[config.mk]
export PLATFORM = sky130hd
export DESIGN_NAME = mem_transfer_ctrl
export DESIGN_NICKNAME = d
export VERILOG_FILES = /design/src/rtl/mem_transfer_ctrl.sv
export SDC_FILE = /design/constraint.sdc
export NUM_CORES = 1
export LEC_CHECK = 0
export BUFFER_PORTS_ARGS = -buffer_cell sky130_fd_sc_hd__buf_2
export CAP_MARGIN = 40
export CORE_AREA = 2 2 123 125
export CTS_BUF_LIST = sky130_fd_sc_hd__clkbuf_4
export DETAILED_ROUTE_END_ITERATION = 10
export DIE_AREA = 0 0 125 127
export PLACE_DENSITY = 0.74
export SLEW_MARGIN = 20
export SYNTH_ARGS = -nofsm -noshare
export SYNTH_HDL_FRONTEND = slang
export SYNTH_SLANG_ARGS = --single-unit
[constraint.sdc]
create_clock -name clk -period 7.5 [get_ports clk]
set_input_delay 0.375 -clock clk [delete_from_list [all_inputs] [get_ports clk]]
set_output_delay 0.375 -clock clk [all_outputs]
set_load 0.05 [all_outputs]
[src/rtl/mem_transfer_ctrl.sv]
// mem_transfer_ctrl: sequences lw/sw data transfers and instruction fetches onto one shared single-port memory.
// Latency: req sampled -> done pulse takes 3 cycles with an immediate mem_ack (IDLE, ACCESS, RESP); an illegal data op takes 2 (IDLE, RESP).
// Backpressure: requesters hold req until their done pulse; the memory stalls by withholding mem_ack (no timeout).
//
// Ports:
//   clk, reset       rising-edge clock; synchronous active-low reset (reset=0 resets)
//   if_*             fetch requester: if_req/if_addr in, if_done pulse + if_rdata out
//   dt_*             data requester: dt_req/dt_id/dt_base/dt_off/dt_wdata in,
//                    dt_done pulse + dt_err + dt_rdata out
//   mem_*            memory side: mem_req held until mem_ack, mem_we/mem_addr/mem_wdata
//                    stable while mem_req=1, mem_rdata valid with mem_ack
//   busy             1 whenever the controller is not idle
//
// Configuration: define MEM_TRANSFER_RR_ARB_EN for round-robin arbitration between the
// two requesters; without it the data requester always wins a tie.

module mem_transfer_ctrl #(
    parameter int ADDR_W = 10,
    parameter int LW_ID  = 13,
    parameter int SW_ID  = 14
) (
    input  logic              clk,
    input  logic              reset,

    input  logic              if_req,
    input  logic [ADDR_W-1:0] if_addr,
    output logic              if_done,
    output logic [31:0]       if_rdata,

    input  logic              dt_req,
    input  logic [31:0]       dt_id,
    input  logic [31:0]       dt_base,
    input  logic [31:0]       dt_off,
    input  logic [31:0]       dt_wdata,
    output logic              dt_done,
    output logic              dt_err,
    output logic [31:0]       dt_rdata,

    output logic              mem_req,
    output logic              mem_we,
    output logic [ADDR_W-1:0] mem_addr,
    output logic [31:0]       mem_wdata,
    input  logic              mem_ack,
    input  logic [31:0]       mem_rdata,

    output logic              busy
);

    typedef enum logic [1:0] {
        IDLE   = 2'd0,
        ACCESS = 2'd1,
        RESP   = 2'd2
    } state_t;

    state_t state;

    // Owner of the transfer currently in ACCESS/RESP: 1 = data requester, 0 = fetch.
    logic serve_data;

    // ------------------------------------------------------------------
    // Data-op decode, evaluated combinationally while IDLE samples dt_req.
    // ------------------------------------------------------------------
    logic [31:0] eff_addr;
    logic        is_lw;
    logic        is_sw;
    logic        addr_oor;
    logic        data_illegal;

    // 32-bit wrap-around sum; the offset arrives already sign-extended.
    assign eff_addr = dt_base + dt_off;

    assign is_lw = (dt_id == 32'(LW_ID));
    assign is_sw = (dt_id == 32'(SW_ID));

    // A negative sum has bit 31 set, so one test on the upper bits covers
    // both "negative" and "past the last word".
    assign addr_oor = (eff_addr[31:ADDR_W] != '0);

    assign data_illegal = !(is_lw || is_sw) || addr_oor;

    // ------------------------------------------------------------------
    // Arbitration
    // ------------------------------------------------------------------
    logic grant_data;

`ifdef MEM_TRANSFER_RR_ARB_EN
    // Tie-break pointer: 1 = data wins a simultaneous request. It flips to the
    // other requester after every grant, errored data ops included.
    logic ptr_data;

    assign grant_data = dt_req && (!if_req || ptr_data);
`else
    // Fixed priority: any pending data request beats a fetch.
    assign grant_data = dt_req;
`endif

    // ------------------------------------------------------------------
    // Control FSM with registered outputs
    // ------------------------------------------------------------------
    always_ff @(posedge clk) begin
        if (!reset) begin
            state      <= IDLE;
            serve_data <= 1'b0;
            mem_req    <= 1'b0;
            mem_we     <= 1'b0;
            mem_addr   <= '0;
            mem_wdata  <= '0;
            if_done    <= 1'b0;
            if_rdata   <= '0;
            dt_done    <= 1'b0;
            dt_err     <= 1'b0;
            dt_rdata   <= '0;
            busy       <= 1'b0;
`ifdef MEM_TRANSFER_RR_ARB_EN
            ptr_data   <= 1'b1;
`endif
        end else begin
            // Done pulses (and the error flag that qualifies dt_done) last one cycle.
            if_done <= 1'b0;
            dt_done <= 1'b0;
            dt_err  <= 1'b0;

            case (state)
                IDLE: begin
                    if (dt_req || if_req) begin
                        busy       <= 1'b1;
                        serve_data <= grant_data;
`ifdef MEM_TRANSFER_RR_ARB_EN
                        ptr_data   <= !grant_data;
`endif
                        if (grant_data && data_illegal) begin
                            // Rejected op never touches the memory.
                            state    <= RESP;
                            dt_done  <= 1'b1;
                            dt_err   <= 1'b1;
                            dt_rdata <= '0;
                        end else if (grant_data) begin
                            state     <= ACCESS;
                            mem_req   <= 1'b1;
                            mem_we    <= is_sw;
                            mem_addr  <= eff_addr[ADDR_W-1:0];
                            mem_wdata <= is_sw ? dt_wdata : 32'd0;
                        end else begin
                            state     <= ACCESS;
                            mem_req   <= 1'b1;
                            mem_we    <= 1'b0;
                            mem_addr  <= if_addr;
                            mem_wdata <= '0;
                        end
                    end
                end

                ACCESS: begin
                    // Request fields stay frozen until the memory acknowledges.
                    if (mem_ack) begin
                        state     <= RESP;
                        mem_req   <= 1'b0;
                        mem_we    <= 1'b0;
                        mem_addr  <= '0;
                        mem_wdata <= '0;
                        if (serve_data) begin
                            dt_done  <= 1'b1;
                            // mem_we still marks a store here; stores return zero.
                            dt_rdata <= mem_we ? 32'd0 : mem_rdata;
                        end else begin
                            if_done  <= 1'b1;
                            if_rdata <= mem_rdata;
                        end
                    end
                end

                RESP: begin
                    // Requests are not sampled here, so the requester has this
                    // cycle to drop req after seeing its done pulse.
                    state <= IDLE;
                    busy  <= 1'b0;
                end

                default: begin
                    state   <= IDLE;
                    busy    <= 1'b0;
                    mem_req <= 1'b0;
                end
            endcase
        end
    end

endmodule

==> metrics.log <==
INFO  metric status = finished clean
INFO  metric yosys_warnings = 0
INFO  metric post_cts_buffers = 0
INFO  metric post-route-min-period = between 3 and 4 ns
INFO  metric timing.final.crit_share = a little over half
INFO  metric later_pin_clock_latency_in_the_skew_report = about 0.50 ns
INFO  metric number_of_enable_type_register_cells_in_the_synthesized_netlist = 0
INFO  metric clock_power_share = a little over a third
INFO  metric groute.usage.overall = between 20% and 30%
INFO  metric number_of_remaining_drc_errors = 0
INFO  metric crit_arrival = ~4.4 ns
INFO  metric placementRows = 44
INFO  metric dieArea = 0.0159 mm^2
INFO  metric fillCellCount = around 1.4k
INFO  metric drt_iter0_drc = about 520
INFO  metric worstHoldPathType = primary input to register
INFO  metric first_global_vias = ~6k
INFO  metric timing.critical_path.slowest_cell_delay = between 0.5 and 0.6 ns
INFO  metric htree_levels = 4
INFO  metric async_reset_ff_share = 0%
INFO  metric dieHeight = roughly 130 um
INFO  metric maxClockFrequency = 0.253 GHz
INFO  metric grt_pass1_wl = 30500 um
INFO  metric setup-violations-final = 0
INFO  metric cts-hold-fix-buffers = 0
INFO  metric cp_common_cell = a311o_1
INFO  metric critPathMaxFanout = 19
INFO  metric crit_chain = buf_2, ha_1, inv_1, fa_1, nand2b_1, a21o_1, a311o_1, a311o_1, or4_1, a211oi_1, nand3_1, nor4_1, o211a_1, buf_8, a22o_1
INFO  metric top_library_cells_by_usage_in_the_layout_fill_and_taps_aside = 286 x buf_2, 128 x nand2_1, 115 x dfxtp_1
INFO  metric die_x = roughly 130 um
INFO  metric cellLeakagePower = approximately 3.9 nW
INFO  metric seq_power_share = 40.8%
INFO  metric synth.ff_latch_count = approximately 120
INFO  metric synthFlopType = dfxtp_1
INFO  metric post_synth_instance_area = roughly 0.0064 mm^2
INFO  metric total_switching_power = 0.000509 W
INFO  metric intPower = 0.00104 W
INFO  metric power.switching_fraction = about a third
INFO  metric setup.worst_path.start_class = primary input
INFO  metric syn_nets = roughly 950
INFO  metric firstDrtPassIters = 5
INFO  metric gp_congestion = roughly 0.94
INFO  metric power_density = about 190 mW/mm^2
INFO  metric clk_pin_slew = between 0.1 and 0.15 ns
INFO  metric post_synth.cell_area_avg = approximately 8.5 um^2
INFO  metric slew_viols_final = 0
INFO  metric timing.critical_path.max_delay_family = compound AO/OA/AOI/OAI gates
INFO  metric rsz_0062_raised_after_global_routing = false
INFO  metric synth.distinct_cells = 64
INFO  metric finalWirelength = slightly below 20000 um
INFO  metric drive_gt1_share = about a third
INFO  metric layout.cells.most_common = buf_2
INFO  metric wl_per_cell = 16.0 um
INFO  metric grt_overflow = 0
INFO  metric synthCells = 746
INFO  metric critPathRequiredTime = just under 8 ns
INFO  metric tritoncts.num_buffers = 17
INFO  metric final_nets = 1219
INFO  metric port_buffers = between 200 and 300
INFO  metric fin_ws = 3.55 ns
INFO  metric clock_tree.buffer_depth = 2
INFO  metric top_level_port_count = 287
INFO  metric synth-seq-area-share = a little over a third
INFO  metric drt-vias-per-instance = around 5.5
INFO  metric final_hold_viol_count = 0
INFO  metric place.detailed.hpwl = roughly 15000 um
INFO  metric grt_start_max_net_pins = 87
INFO  metric numClockSinks = 115
INFO  metric critical-path-slowest-cell = o211a_1
INFO  metric cts_tree = done
INFO  metric critPathBufInv = 3
INFO  metric max-cap-violations = 0
INFO  metric setup_tns = 0 ns
INFO  metric timing.critical_path.to_type = register
INFO  metric crit_path_category = primary input to register
INFO  metric area_growth = 29.5%
INFO  metric hold-worst-slack = ~0.085 ns
INFO  metric worst_ir_drop_vdd = 0.000171 V
INFO  metric clock_tree.root_cell = clkbuf_4
INFO  metric tightestPinTransition = 0.691 ns
INFO  metric comb_power_share = between 20% and 30%
INFO  metric fp.coreArea = approximately 0.014 mm^2
INFO  metric final_antenna_net_count = 0
INFO  metric max_slew_margin = about 54%
INFO  metric postCtsResizedCells = 0
INFO  metric fin_worst_skew = roughly 0.020 ns
INFO  metric antenna_found_initial = 0
INFO  metric antenna-diode-count = 0
INFO  metric vias = between 6k and 7k
INFO  metric post-place-ws = a little over 3 ns
INFO  metric initial_utilization = approximately 44%
## power groups by stage
stage / sequential, W / combinational, W / clock (W)
final: 0.000633 / 0.000380 / 0.000540
after floorplan: 0.000685 / 0.000221 / 0
after CTS: 0.000633 / 0.000375 / 0.000552
after global routing: 0.000635 / 0.000416 / 0.000579
after global placement: 0.000646 / 0.000369 / 0
after detailed placement: 0.000646 / 0.000373 / 0
## cell type report
cell class	count	area, um^2	area share (%)
clock buffers	17	128	1.55
clock inverters	15	215	2.61
inverters	15	56.3	0.682
multi-input cells	569	3810	46.1
flip-flops and latches	115	2300	27.9
well taps	184	230	2.79
repair buffers	294	1520	18.4
## final timing paths
| kind | slack, ns | cells past startpoint | from | endpoint |
|---|---|---|---|---|
| worst max-delay path | 3.55 | 15 | dt_base[0] | dt_rdata[25] |
| worst min-delay path | 0.09 | 2 | mem_rdata[9] | dt_rdata[9] |
| worst max register to register | 5.29 | 7 | state[0] | dt_rdata[25] |
| worst min register to register | 0.47 | 2 | if_rdata[17] | if_rdata[17] |
## metal layers
layer  vias up  global-route usage [%]  share of wire [%]
li1       3320                       -                  -
met1      3069                    29.3                 42
met2       295                    40.2                 48
met3        16                    5.90                8.0
met4         0                    5.49                1.1
met5         -                       0                  0
## state kept, by name (all words and copies together), names as in the netlist
| signal | flops |
|---|---|
| if_rdata | 32 |
| serve_data | 1 |
| dt_rdata | 32 |
| busy | 1 |
| mem_addr | 10 |
| dt_done | 1 |
| dt_err | 1 |
| mem_we | 1 |
| if_done | 1 |
| mem_req | 1 |
| mem_wdata | 32 |
| state | 2 |
## metrics by stage
stage | util (%) | cells | power, W | cell area [um^2]
2_1_floorplan | - | 746 | 0.000906 | 6380
3_3_place_gp | 54.6 | 1175 | 0.00102 | 7870
3_5_place_dp | 54.7 | 1176 | 0.00102 | 7890
4_1_cts | 57.1 | 1208 | 0.00156 | 8230
5_1_grt | 57.3 | 1209 | 0.00163 | 8260
6_report | 57.3 | 1209 | 0.00155 | 8260
## kinds of logic after synthesis
kind of cell    share of synthesized area [%]
compound gates                           28.6
xor+xnor                                 2.88
fa+ha+maj                                6.40
buf+inv                                  4.26
flops                                    36.1
mux                                      3.79
simple gates                             18.0
## Yosys cell counts, drive strengths merged (3+ instances only)
master / n / share of area, %
a311oi: 3 / 0.41
nand3: 6 / 0.47
dfxtp: 115 / 36
nand4: 13 / 1.3
a21boi: 36 / 4.2
o211ai: 7 / 0.90
a21o: 9 / 1.1
xor2: 9 / 1.2
a31oi: 8 / 0.78
a21oi: 48 / 3.8
a22o: 32 / 4.4
xnor2: 12 / 1.6
nor3b: 3 / 0.35
a32o: 33 / 5.2
buf: 13 / 1.4
nand2b: 5 / 0.49
or4: 3 / 0.35
or2: 3 / 0.29
and2: 3 / 0.29
nand3b: 3 / 0.35
a211oi: 12 / 1.4
o21a: 5 / 0.59
nor2: 41 / 2.4
mux2: 9 / 1.6
mux2i: 14 / 2.2
nor3: 14 / 1.1
clkbuf: 34 / 2.0
inv: 15 / 0.88
o21ai: 31 / 2.6
ha: 31 / 6.1
nand2: 128 / 7.5
nor4b: 3 / 0.41
nor4: 11 / 1.1
No activity file was read; power rests on OpenSTA's default activity.
